## src/rtl/phase_pkg.sv

```systemverilog
// Shared phase codes, timer FSM encoding and index width for the phase timer slice.
package phase_pkg;

  // Phase codes driven by the phase-sequencing FSM
  localparam logic [1:0] PH_E = 2'b00;
  localparam logic [1:0] PH_A = 2'b01;
  localparam logic [1:0] PH_G = 2'b10;
  localparam logic [1:0] PH_L = 2'b11;

  // Preset index is {state, specific}
  localparam int unsigned PH_IDX_W = 3;
  localparam int unsigned PH_NUM   = 8;

  typedef enum logic {
    TMR_IDLE = 1'b0,
    TMR_RUN  = 1'b1
  } tmr_state_e;

endpackage

```

## src/rtl/phase_preset_lut.sv

```systemverilog
// phase_preset_lut: maps a {state, specific} index to its phase duration.
// Default build: constant parameter mux.
// With PHASE_TIMER_PROG_EN defined: eight writable preset registers that
// reset to the parameter values.
// Ports:
//   clk, rst_n            clock / async active-low reset (used only when programmable)
//   idx_i   [2:0]         preset index {state, specific}
//   preset_o[W-1:0]       combinational preset for idx_i
//   wr_en_i, wr_addr_i, wr_data_i   preset write port (PHASE_TIMER_PROG_EN only)
module phase_preset_lut
  import phase_pkg::*;
#(
  parameter int unsigned W    = 6,
  parameter int unsigned P_E  = 30,
  parameter int unsigned P_ES = 30,
  parameter int unsigned P_A  = 15,
  parameter int unsigned P_AS = 22,
  parameter int unsigned P_G  = 30,
  parameter int unsigned P_GS = 0,
  parameter int unsigned P_L  = 5,
  parameter int unsigned P_LS = 5
) (
  input  logic                clk,
  input  logic                rst_n,
`ifdef PHASE_TIMER_PROG_EN
  input  logic                wr_en_i,
  input  logic [PH_IDX_W-1:0] wr_addr_i,
  input  logic [W-1:0]        wr_data_i,
`endif
  input  logic [PH_IDX_W-1:0] idx_i,
  output logic [W-1:0]        preset_o
);

  // Any preset that does not fit in W bits is a configuration error
  localparam bit PRESET_OOR =
    ((P_E >> W) | (P_ES >> W) | (P_A >> W) | (P_AS >> W) |
     (P_G >> W) | (P_GS >> W) | (P_L >> W) | (P_LS >> W)) != 0;

  if (PRESET_OOR) begin : g_preset_range
    $error("phase_preset_lut: a preset parameter does not fit in W bits");
  end

  // Parameter default for a given index
  function automatic logic [W-1:0] default_preset(input logic [PH_IDX_W-1:0] idx);
    logic [W-1:0] v;
    v = '0;
    case (idx)
      {PH_E, 1'b0}: v = W'(P_E);
      {PH_E, 1'b1}: v = W'(P_ES);
      {PH_A, 1'b0}: v = W'(P_A);
      {PH_A, 1'b1}: v = W'(P_AS);
      {PH_G, 1'b0}: v = W'(P_G);
      {PH_G, 1'b1}: v = W'(P_GS);
      {PH_L, 1'b0}: v = W'(P_L);
      {PH_L, 1'b1}: v = W'(P_LS);
      default:      v = '0;
    endcase
    return v;
  endfunction

`ifdef PHASE_TIMER_PROG_EN
  logic [W-1:0] preset_q [PH_NUM];

  // Writable preset file; reset restores the parameter defaults
  always_ff @(posedge clk or negedge rst_n) begin
    if (!rst_n) begin
      for (int i = 0; i < int'(PH_NUM); i++) begin
        preset_q[i] <= default_preset(PH_IDX_W'(i));
      end
    end else if (wr_en_i) begin
      preset_q[wr_addr_i] <= wr_data_i;
    end
  end

  assign preset_o = preset_q[idx_i];
`else
  // Constant presets: clock and reset are not needed
  logic unused_ok;
  assign unused_ok = clk ^ rst_n;

  always_comb begin
    preset_o = default_preset(idx_i);
  end
`endif

endmodule

```

## src/rtl/phase_timer.sv

```systemverilog
// phase_timer: loads a per-phase duration on start and counts it down on
// timebase ticks, pulsing expired_o when the phase runs out.
// Optional macro PHASE_TIMER_PROG_EN adds a preset write port.
// Ports:
//   clk, rst_n              clock / async active-low reset
//   tick_i                  timebase enable, one decrement per tick
//   start_i                 load preset for current {state_i, specific_i}
//   abort_i                 cancel countdown, no expiry
//   hold_i                  freeze countdown, ticks discarded
//   state_i[1:0], specific_i  preset index
//   preset_o[W-1:0]         combinational preset for the current index
//   count_o[W-1:0]          remaining ticks (registered)
//   busy_o                  high while running (registered)
//   expired_o               one-cycle expiry pulse (registered)
//   wr_en_i, wr_addr_i[2:0], wr_data_i[W-1:0]  preset writes (PHASE_TIMER_PROG_EN only)
module phase_timer
  import phase_pkg::*;
#(
  parameter int unsigned W    = 6,
  parameter int unsigned P_E  = 30,
  parameter int unsigned P_ES = 30,
  parameter int unsigned P_A  = 15,
  parameter int unsigned P_AS = 22,
  parameter int unsigned P_G  = 30,
  parameter int unsigned P_GS = 0,
  parameter int unsigned P_L  = 5,
  parameter int unsigned P_LS = 5
) (
  input  logic                clk,
  input  logic                rst_n,
  input  logic                tick_i,
  input  logic                start_i,
  input  logic                abort_i,
  input  logic                hold_i,
  input  logic [1:0]          state_i,
  input  logic                specific_i,
`ifdef PHASE_TIMER_PROG_EN
  input  logic                wr_en_i,
  input  logic [PH_IDX_W-1:0] wr_addr_i,
  input  logic [W-1:0]        wr_data_i,
`endif
  output logic [W-1:0]        preset_o,
  output logic [W-1:0]        count_o,
  output logic                busy_o,
  output logic                expired_o
);

  tmr_state_e   state_q, state_d;
  logic [W-1:0] count_q, count_d;
  logic         expired_d;

  phase_preset_lut #(
    .W(W), .P_E(P_E), .P_ES(P_ES), .P_A(P_A), .P_AS(P_AS),
    .P_G(P_G), .P_GS(P_GS), .P_L(P_L), .P_LS(P_LS)
  ) u_lut (
    .clk       (clk),
    .rst_n     (rst_n),
`ifdef PHASE_TIMER_PROG_EN
    .wr_en_i   (wr_en_i),
    .wr_addr_i (wr_addr_i),
    .wr_data_i (wr_data_i),
`endif
    .idx_i     ({state_i, specific_i}),
    .preset_o  (preset_o)
  );

  // Next state: abort beats start beats tick; a zero preset never enters RUN
  always_comb begin
    state_d   = state_q;
    count_d   = count_q;
    expired_d = 1'b0;
    if (abort_i) begin
      count_d = '0;
      state_d = TMR_IDLE;
    end else if (start_i) begin
      if (preset_o != '0) begin
        count_d = preset_o;
        state_d = TMR_RUN;
      end else begin
        count_d = '0;
        state_d = TMR_IDLE;
      end
    end else if (state_q == TMR_RUN && tick_i && !hold_i) begin
      if (count_q > W'(1)) begin
        count_d = count_q - W'(1);
      end else begin
        count_d   = '0;
        expired_d = 1'b1;
        state_d   = TMR_IDLE;
      end
    end
  end

  // State and output registers
  always_ff @(posedge clk or negedge rst_n) begin
    if (!rst_n) begin
      state_q   <= TMR_IDLE;
      count_q   <= '0;
      busy_o    <= 1'b0;
      expired_o <= 1'b0;
    end else begin
      state_q   <= state_d;
      count_q   <= count_d;
      busy_o    <= (state_d == TMR_RUN);
      expired_o <= expired_d;
    end
  end

  assign count_o = count_q;

endmodule

```

## config.mk

```make
export PLATFORM = sky130hd
export DESIGN_NAME = phase_timer
export DESIGN_NICKNAME = d
export VERILOG_FILES = /design/src/rtl/phase_pkg.sv /design/src/rtl/phase_preset_lut.sv /design/src/rtl/phase_timer.sv
export SDC_FILE = /design/constraint.sdc
export NUM_CORES = 1
export LEC_CHECK = 0
export ABC_AREA = 1
export CELL_PAD_IN_SITES_DETAIL_PLACEMENT = 0
export CELL_PAD_IN_SITES_GLOBAL_PLACEMENT = 1
export CORE_MARGIN = 1.5
export CORE_UTILIZATION = 31
export DETAILED_ROUTE_END_ITERATION = 7
export MAX_ROUTING_LAYER = met4
export PLACE_DENSITY_LB_ADDON = 0.1
export SLEW_MARGIN = 20
export SYNTH_ARGS = -nofsm -noshare
export SYNTH_HDL_FRONTEND = slang
export SYNTH_SLANG_ARGS = --single-unit
```

## constraint.sdc

```tcl
create_clock -name clk -period 2.35 [get_ports clk]
set_clock_uncertainty 0.2 [all_clocks]
set_input_delay 0.235 -clock clk [delete_from_list [all_inputs] [get_ports clk]]
set_output_delay 0.235 -clock clk [all_outputs]
set_load 0.1 [all_outputs]
```

==> impl_metrics.env <==
export IMPL_start_util_pct=32.5
export IMPL_nets=136
export IMPL_cts_resized_gates=0
export IMPL_place_ws_ps=603
export IMPL_routed_wirelength_um=1440
export IMPL_timing_final_crit_share_pct=74.7
export IMPL_power_frac_comb_pct=56.7
export IMPL_synth_area_top_cells="dfrtp_1, nand2_1, inv_1, nand3_1, nor2_1"
export IMPL_power_internal_uw=307
export IMPL_synth_cell_type_count=18
export IMPL_crit_chain="clkdlybuf4s50_1 > inv_2 > o21ai_1 > buf_12"
export IMPL_fillers=219
export IMPL_synth_top_area_share_pct=31.7
export IMPL_slew_viol_final=0
export IMPL_p_seq_share_pct=27.2
export IMPL_hp_class="in2async"
export IMPL_fin_ws_ps=594
export IMPL_swShare_pct=51.2
export IMPL_cts_sinks=8
export IMPL_ctsHoldBuffers=0
export IMPL_ctsHtreeMaxLevel=1
export IMPL_routed_via_count=640
export IMPL_seq_area_frac_synth_pct=31.7
export IMPL_synthAdderAreaFrac_pct=3.97
export IMPL_power_uw=629
export IMPL_min_period_ps=1760
export IMPL_dpl_hpwl_um=1240
export IMPL_synthXorXnorAreaFrac_pct=0
export IMPL_syn_to_final_growth_pct=46.4
export IMPL_clkTransAtPathRegs_ps=50
export IMPL_grt_max_degree=10
export IMPL_outcome="completed"
export IMPL_r2r_worst_path_cells=7
export IMPL_synth_area_leader_cell="dfrtp_1"
export IMPL_maxCapViolations=0
export IMPL_insertion_delay_ps=240
export IMPL_cts_tree="built"
export IMPL_yosysWarnings=0
export IMPL_firstDrtPassIters=4
export IMPL_fp_dieH_um=48.1
export IMPL_drtAntennaViolNets=0
export IMPL_post_cts_buffers=0
export IMPL_synth_seq_cells=8
export IMPL_avgRoutedWirePerCell_um=9.57
export IMPL_viasPerCell=4.27
export IMPL_required_ps=1910
export IMPL_die_area_um2=2310
export IMPL_syn_inst=100
export IMPL_syn_area_per_cell_um2=6.31
export IMPL_endpoint_kind="output pin"
export IMPL_fmax_mhz=569
export IMPL_rsz0062_at_grt="false"
export IMPL_portBuffers=21
export IMPL_tns_ps=0
export IMPL_rrSetupSlack_ps=650
export IMPL_final_hold_violation_count=0
export IMPL_crit_fanout=4
export IMPL_rows=16
export IMPL_r2r_end="state_q"
export IMPL_clkPwrFrac_pct=16.1
export IMPL_cts_buffer_depth=2
export IMPL_numCtsBuffers=3
export IMPL_placeableCoreArea_um2=1940
export IMPL_cts_root_buf="clkbuf_4"
export IMPL_synthSimpleGateAreaFrac_pct=45.2
export IMPL_critical_path_arrival_ps=1320
export IMPL_grt_pass1_vias=551
export IMPL_switching_power_uw=322
export IMPL_finalSetupViolCount=0
export IMPL_drt_iter0_markers=14
export IMPL_syn_cell_area_um2=631
export IMPL_critical_path_class="in2out"
export IMPL_layout_commonest_cell="nand2_1"
export IMPL_power_density_nw_per_um2=681
export IMPL_antennaDiodeCount=0
export IMPL_reg2reg_from="count_o[0]"
export IMPL_synth_mux_area_share_pct=0
export IMPL_drive_gt1_share_pct=22.8
export IMPL_grt_pass1_wl_um=2260
export IMPL_track_usage_pct=14.9
export IMPL_whs_ps=63.7
export IMPL_overflow=0
export IMPL_slowest_delay_ps=550
export IMPL_place_congestion=0.764
export IMPL_ios=23
export IMPL_p_leak_nw=0.508
export IMPL_start_kind="input port"
export IMPL_die_w_um=48.1
export IMPL_synth_fp_nets=111
export IMPL_synth_top_family_by_area="simple AND/OR/NAND/NOR gates"
export IMPL_synth_compound_area_share_pct=5.36
export IMPL_ir_worst_vdd_mv=0.272
export IMPL_drc=0
export IMPL_final_cell_mix="nand2_1, inv_1, nor2_1"
export IMPL_grt_antenna_before_repair=0
export IMPL_slowest_stage="clkdlybuf4s50_1"
==> layout make-up <==
| class | instances | area, µm² | share of cell area (%) |
|---|---|---|---|
| sequential | 8 | 200 | 21.7 |
| tap | 27 | 33.8 | 3.66 |
| timing repair buffer | 21 | 240 | 26.0 |
| multi-input combinational | 71 | 352 | 38.1 |
| clock buffer | 3 | 22.5 | 2.44 |
| inverter | 20 | 75.1 | 8.13 |
==> Yosys cell counts <==
library cell / n
nand2_1: 36
inv_1: 16
nor2_1: 10
nand3_1: 9
dfrtp_1: 8
inv_2: 4
o21ai_1: 3
a21oi_1: 2
ha_1: 2
nand2_4: 2
buf_4: 1
conb_1: 1
nand2_2: 1
nand3_2: 1
nand3_4: 1
nor2_2: 1
nor3_1: 1
o21ai_2: 1
==> worst max path at each step <==
stage | slack, ps | from | end
floorplan | 120 | specific_i | count_o[4]
detailed placement | 600 | specific_i | preset_o[4]
finish | 590 | specific_i | preset_o[4]
CTS | 590 | specific_i | preset_o[4]
global placement | 630 | specific_i | preset_o[4]
global route | 500 | count_o[0] | state_q
==> power groups by stage <==
stage | logic [mW] | registers [mW] | clock network (mW)
floorplan | 0.161 | 0.274 | 0
global placement | 0.358 | 0.172 | 0
detailed placement | 0.360 | 0.173 | 0
CTS | 0.360 | 0.171 | 0.104
global route | 0.384 | 0.173 | 0.110
finish | 0.357 | 0.171 | 0.101
==> registers in the layout, summed over array words and instances, names as in the netlist <==
name and flops:
state_q 1, count_o 6, expired_o 1
==> metal layers <==
layer  GRT usage (%)  part of all wire (%)
met5               -                     0
met4            8.11                   1.3
met3            2.22                   6.9
met2            22.4                    46
met1            19.1                    46
==> critical path: cells and delay by family <==
kind            cells  cell delay [ps]
compound gates      1              260
buf+inv             3              820
==> stage by stage <==
step                instances  cell area, µm²  util [%]
finish                    150             923      47.6
global route              150             923      47.6
CTS                       150             923      47.6
detailed placement        147             901      46.4
global placement          147             901      46.4
floorplan                 100             634         -
==> cell families after synthesis <==
kind of cell	after synthesis
AND/OR/NAND/NOR	62
buffers and inverters	21
flip-flops	8
AO/OA/AOI/OAI	6
adder cells (fa/ha/maj)	2
other	1
Note: power is estimated with default switching activity, not from simulation.
